==> src/rtl/dmem_ctrl.sv <==
// Data-memory controller: arbitrates CPU and debug requesters onto a word-wide memory,
// turning byte/halfword accesses into whole-word reads, writes and read-modify-writes.
module dmem_ctrl #(
  parameter int ADDR_WIDTH = 15
) (
  input  logic        clk,
  input  logic        rst,
  input  logic        i_cpu_req,
  input  logic        i_cpu_we,
  input  logic [2:0]  i_cpu_funct3,
  input  logic [31:0] i_cpu_addr,
  input  logic [31:0] i_cpu_wdata,
  output logic [31:0] o_cpu_rdata,
  output logic        o_cpu_ready,
  output logic        o_cpu_err,
  input  logic        i_dbg_req,
  input  logic        i_dbg_we,
  input  logic [31:0] i_dbg_addr,
  input  logic [31:0] i_dbg_wdata,
  output logic [31:0] o_dbg_rdata,
  output logic        o_dbg_ready,
  output logic [3:0]  o_mem_wmem,
  output logic [4:0]  o_mem_rmem,
  output logic [31:0] o_mem_addr,
  output logic [31:0] o_mem_store_data,
  input  logic [31:0] i_mem_load_data,
  output logic [1:0]  o_state
);

  // Handshake: a requester raises req with addr/we/funct3/wdata stable and keeps them
  // until it sees its one-cycle ready pulse; in that ready cycle it may present the next request.
  typedef enum logic [1:0] {
    S_IDLE      = 2'd0,
    S_LOAD_WAIT = 2'd1,
    S_RMW_MERGE = 2'd2
  } state_t;

  state_t      r_state, w_next;
  logic        r_last_dbg;
  logic        r_owner_dbg;
  logic [31:0] r_cpu_rdata, r_dbg_rdata;
  logic        r_cpu_ready, r_dbg_ready, r_cpu_err;

  logic        w_idle, w_grant_cpu, w_grant_dbg, w_cpu_bad, w_cpu_full;
  logic [31:0] w_cpu_idx, w_dbg_idx, w_merged, w_ext;
  logic [7:0]  w_byte;
  logic [15:0] w_half;
  logic        w_unused;

  assign w_unused  = ^{i_cpu_addr[31:ADDR_WIDTH+2], i_dbg_addr[31:ADDR_WIDTH+2], i_dbg_addr[1:0]};
  assign w_cpu_idx = {{(32-ADDR_WIDTH){1'b0}}, i_cpu_addr[ADDR_WIDTH+1:2]};
  assign w_dbg_idx = {{(32-ADDR_WIDTH){1'b0}}, i_dbg_addr[ADDR_WIDTH+1:2]};

  // Round-robin tie break: the side that did not win last time gets this grant.
  assign w_idle      = (r_state == S_IDLE);
  assign w_grant_cpu = w_idle & i_cpu_req & (~i_dbg_req | r_last_dbg);
  assign w_grant_dbg = w_idle & i_dbg_req & (~i_cpu_req | ~r_last_dbg);
  assign w_cpu_full  = i_cpu_we & (i_cpu_funct3 == 3'b010);

  always_comb begin
    w_cpu_bad = 1'b0;
    case (i_cpu_funct3)
      3'b000:         w_cpu_bad = 1'b0;
      3'b001:         w_cpu_bad = i_cpu_addr[0];
      3'b010:         w_cpu_bad = (i_cpu_addr[1:0] != 2'b00);
      3'b100, 3'b101: w_cpu_bad = i_cpu_we;
      default:        w_cpu_bad = 1'b1;
    endcase
  end

  always_comb begin
    w_byte = 8'h00;
    case (i_cpu_addr[1:0])
      2'd0: w_byte = i_mem_load_data[7:0];
      2'd1: w_byte = i_mem_load_data[15:8];
      2'd2: w_byte = i_mem_load_data[23:16];
      2'd3: w_byte = i_mem_load_data[31:24];
      default: w_byte = 8'h00;
    endcase
    w_half = i_cpu_addr[1] ? i_mem_load_data[31:16] : i_mem_load_data[15:0];
    w_ext  = i_mem_load_data;
    case (i_cpu_funct3)
      3'b000:  w_ext = {{24{w_byte[7]}}, w_byte};
      3'b001:  w_ext = {{16{w_half[15]}}, w_half};
      3'b100:  w_ext = {24'h0, w_byte};
      3'b101:  w_ext = {16'h0, w_half};
      default: w_ext = i_mem_load_data;
    endcase
  end

  always_comb begin
    w_merged = i_mem_load_data;
    if (i_cpu_funct3[0]) begin
      if (i_cpu_addr[1]) w_merged[31:16] = i_cpu_wdata[15:0];
      else               w_merged[15:0]  = i_cpu_wdata[15:0];
    end else begin
      case (i_cpu_addr[1:0])
        2'd0: w_merged[7:0]   = i_cpu_wdata[7:0];
        2'd1: w_merged[15:8]  = i_cpu_wdata[7:0];
        2'd2: w_merged[23:16] = i_cpu_wdata[7:0];
        2'd3: w_merged[31:24] = i_cpu_wdata[7:0];
        default: w_merged = i_mem_load_data;
      endcase
    end
  end

  always_comb begin
    w_next           = r_state;
    o_mem_wmem       = 4'b0000;
    o_mem_rmem       = 5'b00000;
    o_mem_addr       = 32'h0;
    o_mem_store_data = 32'h0;
    case (r_state)
      S_IDLE: begin
        if (w_grant_cpu && !w_cpu_bad) begin
          o_mem_addr = w_cpu_idx;
          if (w_cpu_full) begin
            o_mem_wmem       = 4'b1111;
            o_mem_store_data = i_cpu_wdata;
          end else begin
            o_mem_rmem = 5'b00001;
            w_next     = i_cpu_we ? S_RMW_MERGE : S_LOAD_WAIT;
          end
        end else if (w_grant_dbg) begin
          o_mem_addr = w_dbg_idx;
          if (i_dbg_we) begin
            o_mem_wmem       = 4'b1111;
            o_mem_store_data = i_dbg_wdata;
          end else begin
            o_mem_rmem = 5'b00001;
            w_next     = S_LOAD_WAIT;
          end
        end
      end
      S_LOAD_WAIT: w_next = S_IDLE;
      S_RMW_MERGE: begin
        o_mem_addr       = w_cpu_idx;
        o_mem_wmem       = 4'b1111;
        o_mem_store_data = w_merged;
        w_next           = S_IDLE;
      end
      default: w_next = S_IDLE;
    endcase
    // Reset aborts whatever is in flight before it can reach the memory.
    if (rst) begin
      w_next           = S_IDLE;
      o_mem_wmem       = 4'b0000;
      o_mem_rmem       = 5'b00000;
      o_mem_addr       = 32'h0;
      o_mem_store_data = 32'h0;
    end
  end

  always_ff @(posedge clk) begin
    if (rst) begin
      r_state     <= S_IDLE;
      r_last_dbg  <= 1'b1;
      r_owner_dbg <= 1'b0;
      r_cpu_rdata <= 32'h0;
      r_dbg_rdata <= 32'h0;
      r_cpu_ready <= 1'b0;
      r_dbg_ready <= 1'b0;
      r_cpu_err   <= 1'b0;
    end else begin
      r_state     <= w_next;
      r_cpu_ready <= 1'b0;
      r_dbg_ready <= 1'b0;
      r_cpu_err   <= 1'b0;
      if (w_grant_cpu) begin
        r_last_dbg  <= 1'b0;
        r_owner_dbg <= 1'b0;
        if (w_cpu_bad) begin
          r_cpu_ready <= 1'b1;
          r_cpu_err   <= 1'b1;
        end else if (w_cpu_full) begin
          r_cpu_ready <= 1'b1;
        end
      end else if (w_grant_dbg) begin
        r_last_dbg  <= 1'b1;
        r_owner_dbg <= 1'b1;
        if (i_dbg_we) r_dbg_ready <= 1'b1;
      end
      if (r_state == S_LOAD_WAIT) begin
        if (r_owner_dbg) begin
          r_dbg_rdata <= i_mem_load_data;
          r_dbg_ready <= 1'b1;
        end else begin
          r_cpu_rdata <= w_ext;
          r_cpu_ready <= 1'b1;
        end
      end
      if (r_state == S_RMW_MERGE) r_cpu_ready <= 1'b1;
    end
  end

  assign o_cpu_rdata = r_cpu_rdata;
  assign o_cpu_ready = r_cpu_ready;
  assign o_cpu_err   = r_cpu_err;
  assign o_dbg_rdata = r_dbg_rdata;
  assign o_dbg_ready = r_dbg_ready;
  assign o_state     = r_state;

endmodule
==> config.mk <==
export PLATFORM = sky130hd
export DESIGN_NAME = dmem_ctrl
export DESIGN_NICKNAME = d
export VERILOG_FILES = /design/src/rtl/dmem_ctrl.sv
export SDC_FILE = /design/constraint.sdc
export NUM_CORES = 1
export LEC_CHECK = 0
export BUFFER_PORTS_ARGS = -buffer_cell sky130_fd_sc_hd__buf_2
export CAP_MARGIN = 20
export CORE_AREA = 2 2 120 122
export CTS_CLUSTER_SIZE = 8
export DETAILED_ROUTE_END_ITERATION = 10
export DIE_AREA = 0 0 122 124
export PLACE_DENSITY = 0.72
export SETUP_SLACK_MARGIN = 0.1
export SYNTH_ARGS = -nofsm -noshare
export SYNTH_HDL_FRONTEND = slang
export SYNTH_SLANG_ARGS = --single-unit
export TNS_END_PERCENT = 1
==> constraint.sdc <==
create_clock -name clk -period 2.1 [get_ports clk]
set_clock_uncertainty 0.2 [all_clocks]
set_input_delay 0.42 -clock clk [delete_from_list [all_inputs] [get_ports clk]]
set_output_delay 0.42 -clock clk [all_outputs]
set_load 0.1 [all_outputs]
# --- After elaboration in Yosys (flattened, before gate mapping) ---
# Cells that the tools add are included.
word_totals:
  reg_bits: 71
  input_bits: 169
  output_inout_bits: 142
op_classes:
  bitwise_logic: 13
  n_reduce_logical: 15
  eq_ne: 11
  muxes: 52
ops:
  columns: ["operator", "count"]
  rows:
  - ["$mux 32", 7]
  - ["$pmux 32 s4", 1]
  - ["$pmux 32 s2", 1]
  - ["$mux 16", 3]
  - ["$mux 8", 4]
  - ["$pmux 8 s4", 1]
  - ["$mux 15", 2]
  - ["$pmux 15 s2", 1]
  - ["$mux 4", 5]
  - ["$mux 1", 17]
  - ["$mux 5", 3]
  - ["$mux 2", 5]
  - ["$pmux 4 s2", 1]
  - ["$reduce_or 2->1", 4]
  - ["$eq 2x2->1 const B", 3]
  - ["$eq 3x3->1 const B", 2]
  - ["$not 1->1", 6]
  - ["$reduce_bool 2->1", 3]
  - ["$and 1x1->1", 5]
  - ["$eq 2x1->1 const B", 2]
  - ["$logic_not 2->1", 2]
  - ["$pmux 1 s4", 1]
  - ["$reduce_and 2->1", 2]
  - ["$eq 3x1->1 const B", 1]
  - ["other kinds (8)", 9]

# --- Depth between registers and ports, before layout ---
depth:
  word_depth: 8
  depth_mapped: 8
  depth_no_buf: 4

# --- Worst setup path after synthesis ---
# OpenSTA, ideal clock, no wires.
synth_timing:
  path_kind: "reg-to-output"
  startpoint: "register r_state[1], in the netlist o_state[1]"
  endpoint: "output o_mem_store_data[26]"
  required_ns: 1.480
  n_path_buf: 2
  arrival_time_ns: 3.802
  path_stages_with_launch: 7
  slack_ns: -2.322
  path_cell_list: "dfxtp_1 buf_2 nor3b_1 o311a_1 buf_4 a32oi_1 o21ai_0"
synth_via:
  elab_chain_len: 7
synth_lines:
  columns: ["item", "line", "text"]
  rows:
  - ["start: declaration", "38", "state_t r_state, w_next;"]
  - ["start signal: assignment", "165", "r_state <= w_next;"]
  - ["$logic_not 2->1", "55, 113", null]
  - ["$and 1x1->1 (on tied branches) (2 in series)", "57, 56", null]
  - ["$mux 32 or $logic_and 1x1->1 (tied branches)", "124, 115", null]
  - ["$mux 32", "115", "if (w_grant_cpu && !w_cpu_bad) begin"]
  - ["$pmux 32 s2 *", "113", "case (r_state)"]
  - ["$mux 32 *", "145", "if (rst) begin"]
  - ["end: declaration", "25", "output logic [31:0] o_mem_store_data,"]
# Every way passes the cells marked *; elsewhere a longest branch is shown, timed or not.

# --- Worst setup path after layout ---
layout_timing:
  startpoint: "register r_state[1], in the netlist o_state[1]"
  endpoint: "output o_mem_store_data[30]"
# The elaborated chain is that of the path after synthesis.

==> flow_metrics.tcl <==
set metrics [dict create \
    clk_latency_ns 0.33 \
    hpwl_mm 16.6 \
    crit_arrival_ns 2.12 \
    cts_max_path_buffers 2 \
    synthAdderAreaFrac_pct 0 \
    synthCells 619 \
    leakage_uw 0.00354 \
    drt-total-wl_mm 21.0 \
    drive_gt1_share_pct 47.5 \
    layout_setup_ws_ns -0.643 \
    crit_path_end_kind "output port" \
    slowest_delay_ns 0.41 \
    grt_pass1_vias 5592 \
    total_power_uw 4800 \
    synth_compound_area_share_pct 33.1 \
    cts_hold_buf 0 \
    final_core_util_pct 59.6 \
    row_count 43 \
    grt_pass1_wl_mm 31.3 \
    grt_max_degree 76 \
    chipHeight_um 124 \
    coreArea_um2 13700 \
    reg2reg_depth 5 \
    synth_edf_count 0 \
    muxShareOfSynthArea_pct 2.39 \
    synth_top_family_by_area "compound AO/OA/AOI/OAI gates" \
    antenna_found_initial 0 \
    syn_area_um2 4610 \
    multiInputGateArea_um2 3240 \
    criticalPathCategory "reg2out" \
    avgRoutedWirePerCell_um 19.1 \
    routed_via_density 5.43 \
    timing.critical_path.to "o_mem_store_data[30]" \
    cpMaxStageDelayCell "or3b_4" \
    n_antenna_cell 0 \
    drc 0 \
    vias 5981 \
    met1_usage_pct 35.9 \
    top_usage_layer "met2" \
    cp-startpoint "o_state[1]" \
    final_cell_mix "buf_2 (204), nand2_1 (120), buf_4 (77)" \
    die_x_um 122 \
    syn_area_per_cell_um2 7.45 \
    gp_congestion 0.926 \
    p_per_area_nw_per_um2 587 \
    maxCapViolCount 0 \
    ios 311 \
    port_buffers 257 \
    numCtsBuffers 9 \
    cts_root_buffer "clkbuf_16" \
    r2r-end "o_cpu_rdata[20]" \
    max_freq_mhz 365 \
    setup_viol 52 \
    nets 1087 \
    synth-simple-area-share_pct 23.0 \
    setup.worst_path.start_class "flop" \
    gr-total-overflow 0 \
    firstDrtPassIters 5 \
    grt_usage_pct 27.1 \
    htreeDepth 3 \
    synthToLayoutAreaGrowth_pct 77.3 \
    vdd_ir_drop_max_v 0.000339 \
    fin_crit_ns 2.74 \
    die_area_um2 15100 \
    drtIter0Drc 423 \
    path_cells "or3b_4, a211oi_4, and2_4, buf_12, a221o_1, buf_12" \
    initial_utilization_pct 33.6 \
    synth_xor_area_share_pct 0 \
    final_common_cell "buf_2" \
    path_max_fanout 8 \
    violations "setup timing" \
    fill_cells 1235 \
    critPathRequiredTime_ns 1.48 \
    ys_top_cells_by_area "dfxtp_1 (31%), nand2_1 (9.8%), a31oi_1 (4.9%)" \
    yosysWarnings 0 \
    max_slew.worst_pin.slew_ns 0.543 \
    whs_ns 0.163 \
    crit_top_cell "buf_12" \
    r2r_start "o_state[1]" \
    register_area_um2 1430 \
    synth_cell_types 56 \
    cts_sinks 71 \
    cts_tree "built" \
    drv_slew 0 \
    rrSetupSlack_ns 0.18 \
    fin_crit_sh_pct 131 \
    met3_usage_pct 4.53 \
    synth_top_area_share_pct 30.8 \
    synth_ff_type "dfxtp_1" \
    synth_area_leader_cell "dfxtp_1" \
    hold_violations 0 \
    grtUsageMet2_pct 45.5 \
    async_flop_share_pct 0 \
    detail-route-antenna-nets 0 \
    cts.reportedPaths.clkPinSlew_ns 0.06 \
    synth-seq-cells 71 \
    hp-class "in2reg" \
    rsz0062_at_grt "yes" \
    slew_headroom_pct 63.8 \
    ys_seq_area_share_pct 30.8 \
    status "finished with violations" \
]
per-stage QoR:
step | TNS, ns | cell area (µm²) | setup WS [ns] | instances
detailed placement | -33.42 | 7770 | -0.614 | 1087
global route | -32.16 | 8180 | -0.676 | 1102
floorplan | -40.63 | 5090 | -0.944 | 639
global placement | -31.35 | 7770 | -0.586 | 1087
CTS | -29.22 | 8110 | -0.642 | 1102
finish | -29.47 | 8180 | -0.643 | 1102
critical path: cells and delay by family, from the launching register on:
kind	cells	cell delay, ns
AO/OA/AOI/OAI	2	0.48
AND/OR/NAND/NOR	2	0.63
buffers and inverters	2	0.32
flip-flops	1	0.35
logic make-up (layout without fill, tap and decap cells):
family | count (synthesis) | after routing
other | 1 | 21
and+or+nand+nor | 233 | 233
DFF | 71 | 71
buffers and inverters | 94 | 377
AOI/OAI and AO/OA | 210 | 210
muxes | 10 | 10
routing by layer:
metal  routed length, µm  share of wire [%]
met3                1550                7.3
met5                   0                  0
met2               10100                 48
met4                 398                1.9
met1                8950                 43
final cells by class:
class	instances	share of cell area, %
multi-input cells	474	39.6
inverters	10	0.459
clock buffers	10	2.92
flip-flops and latches	71	17.5
repair buffers	352	36.4
clock inverters	5	0.413
well taps	180	2.75
state kept, by name, summed over array words and instances, names as in the netlist:
register / cells
o_cpu_rdata: 32
o_dbg_rdata: 32
o_state: 2
o_cpu_err: 1
o_cpu_ready: 1
o_dbg_ready: 1
r_last_dbg: 1
r_owner_dbg: 1
cell usage after synthesis (9+ instances only):
| library cell | instances |
|---|---|
| buf_4 | 29 |
| a221o_1 | 11 |
| o221a_2 | 9 |
| a211oi_1 | 18 |
| nor3_1 | 13 |
| dfxtp_1 | 71 |
| nand2_1 | 120 |
| a31oi_1 | 36 |
| a22o_1 | 12 |
| buf_2 | 17 |
| inv_1 | 9 |
| a21oi_1 | 43 |
| nand3_1 | 19 |
| nor2_1 | 41 |
| o21ai_0 | 22 |
| nand2b_1 | 10 |
| clkbuf_1 | 36 |
timing repair:
| action | in CTS | in global routing |
|---|---|---|
| endpoints found under the setup margin | 60 | 77 |
| gates resized for setup | 15 | 11 |
| pin swaps | 25 | 6 |
| buffers inserted | 0 | 0 |
report_power, final:
| group | leakage, µW | total [µW] | switching [µW] | internal, µW |
|---|---|---|---|---|
| clock network | 0.000131 | 1400 | 577 | 824 |
| logic | 0.00283 | 1970 | 1380 | 582 |
| registers | 0.000577 | 1430 | 30.1 | 1400 |
worst min path at each step:
stage                             from              end  slack, ns  depth (start not counted)
global placement       o_dbg_rdata[19]  o_dbg_rdata[19]       0.24                          2
CTS                 i_mem_load_data[5]   o_dbg_rdata[5]       0.16                          3
detailed placement     o_dbg_rdata[15]  o_dbg_rdata[15]       0.24                          2
finish              i_mem_load_data[5]   o_dbg_rdata[5]       0.16                          3
floorplan                     i_cpu_we       o_state[0]       0.30                          1
global route        i_mem_load_data[3]   o_dbg_rdata[3]       0.17                          3
Power figures use the tool's default switching activity.
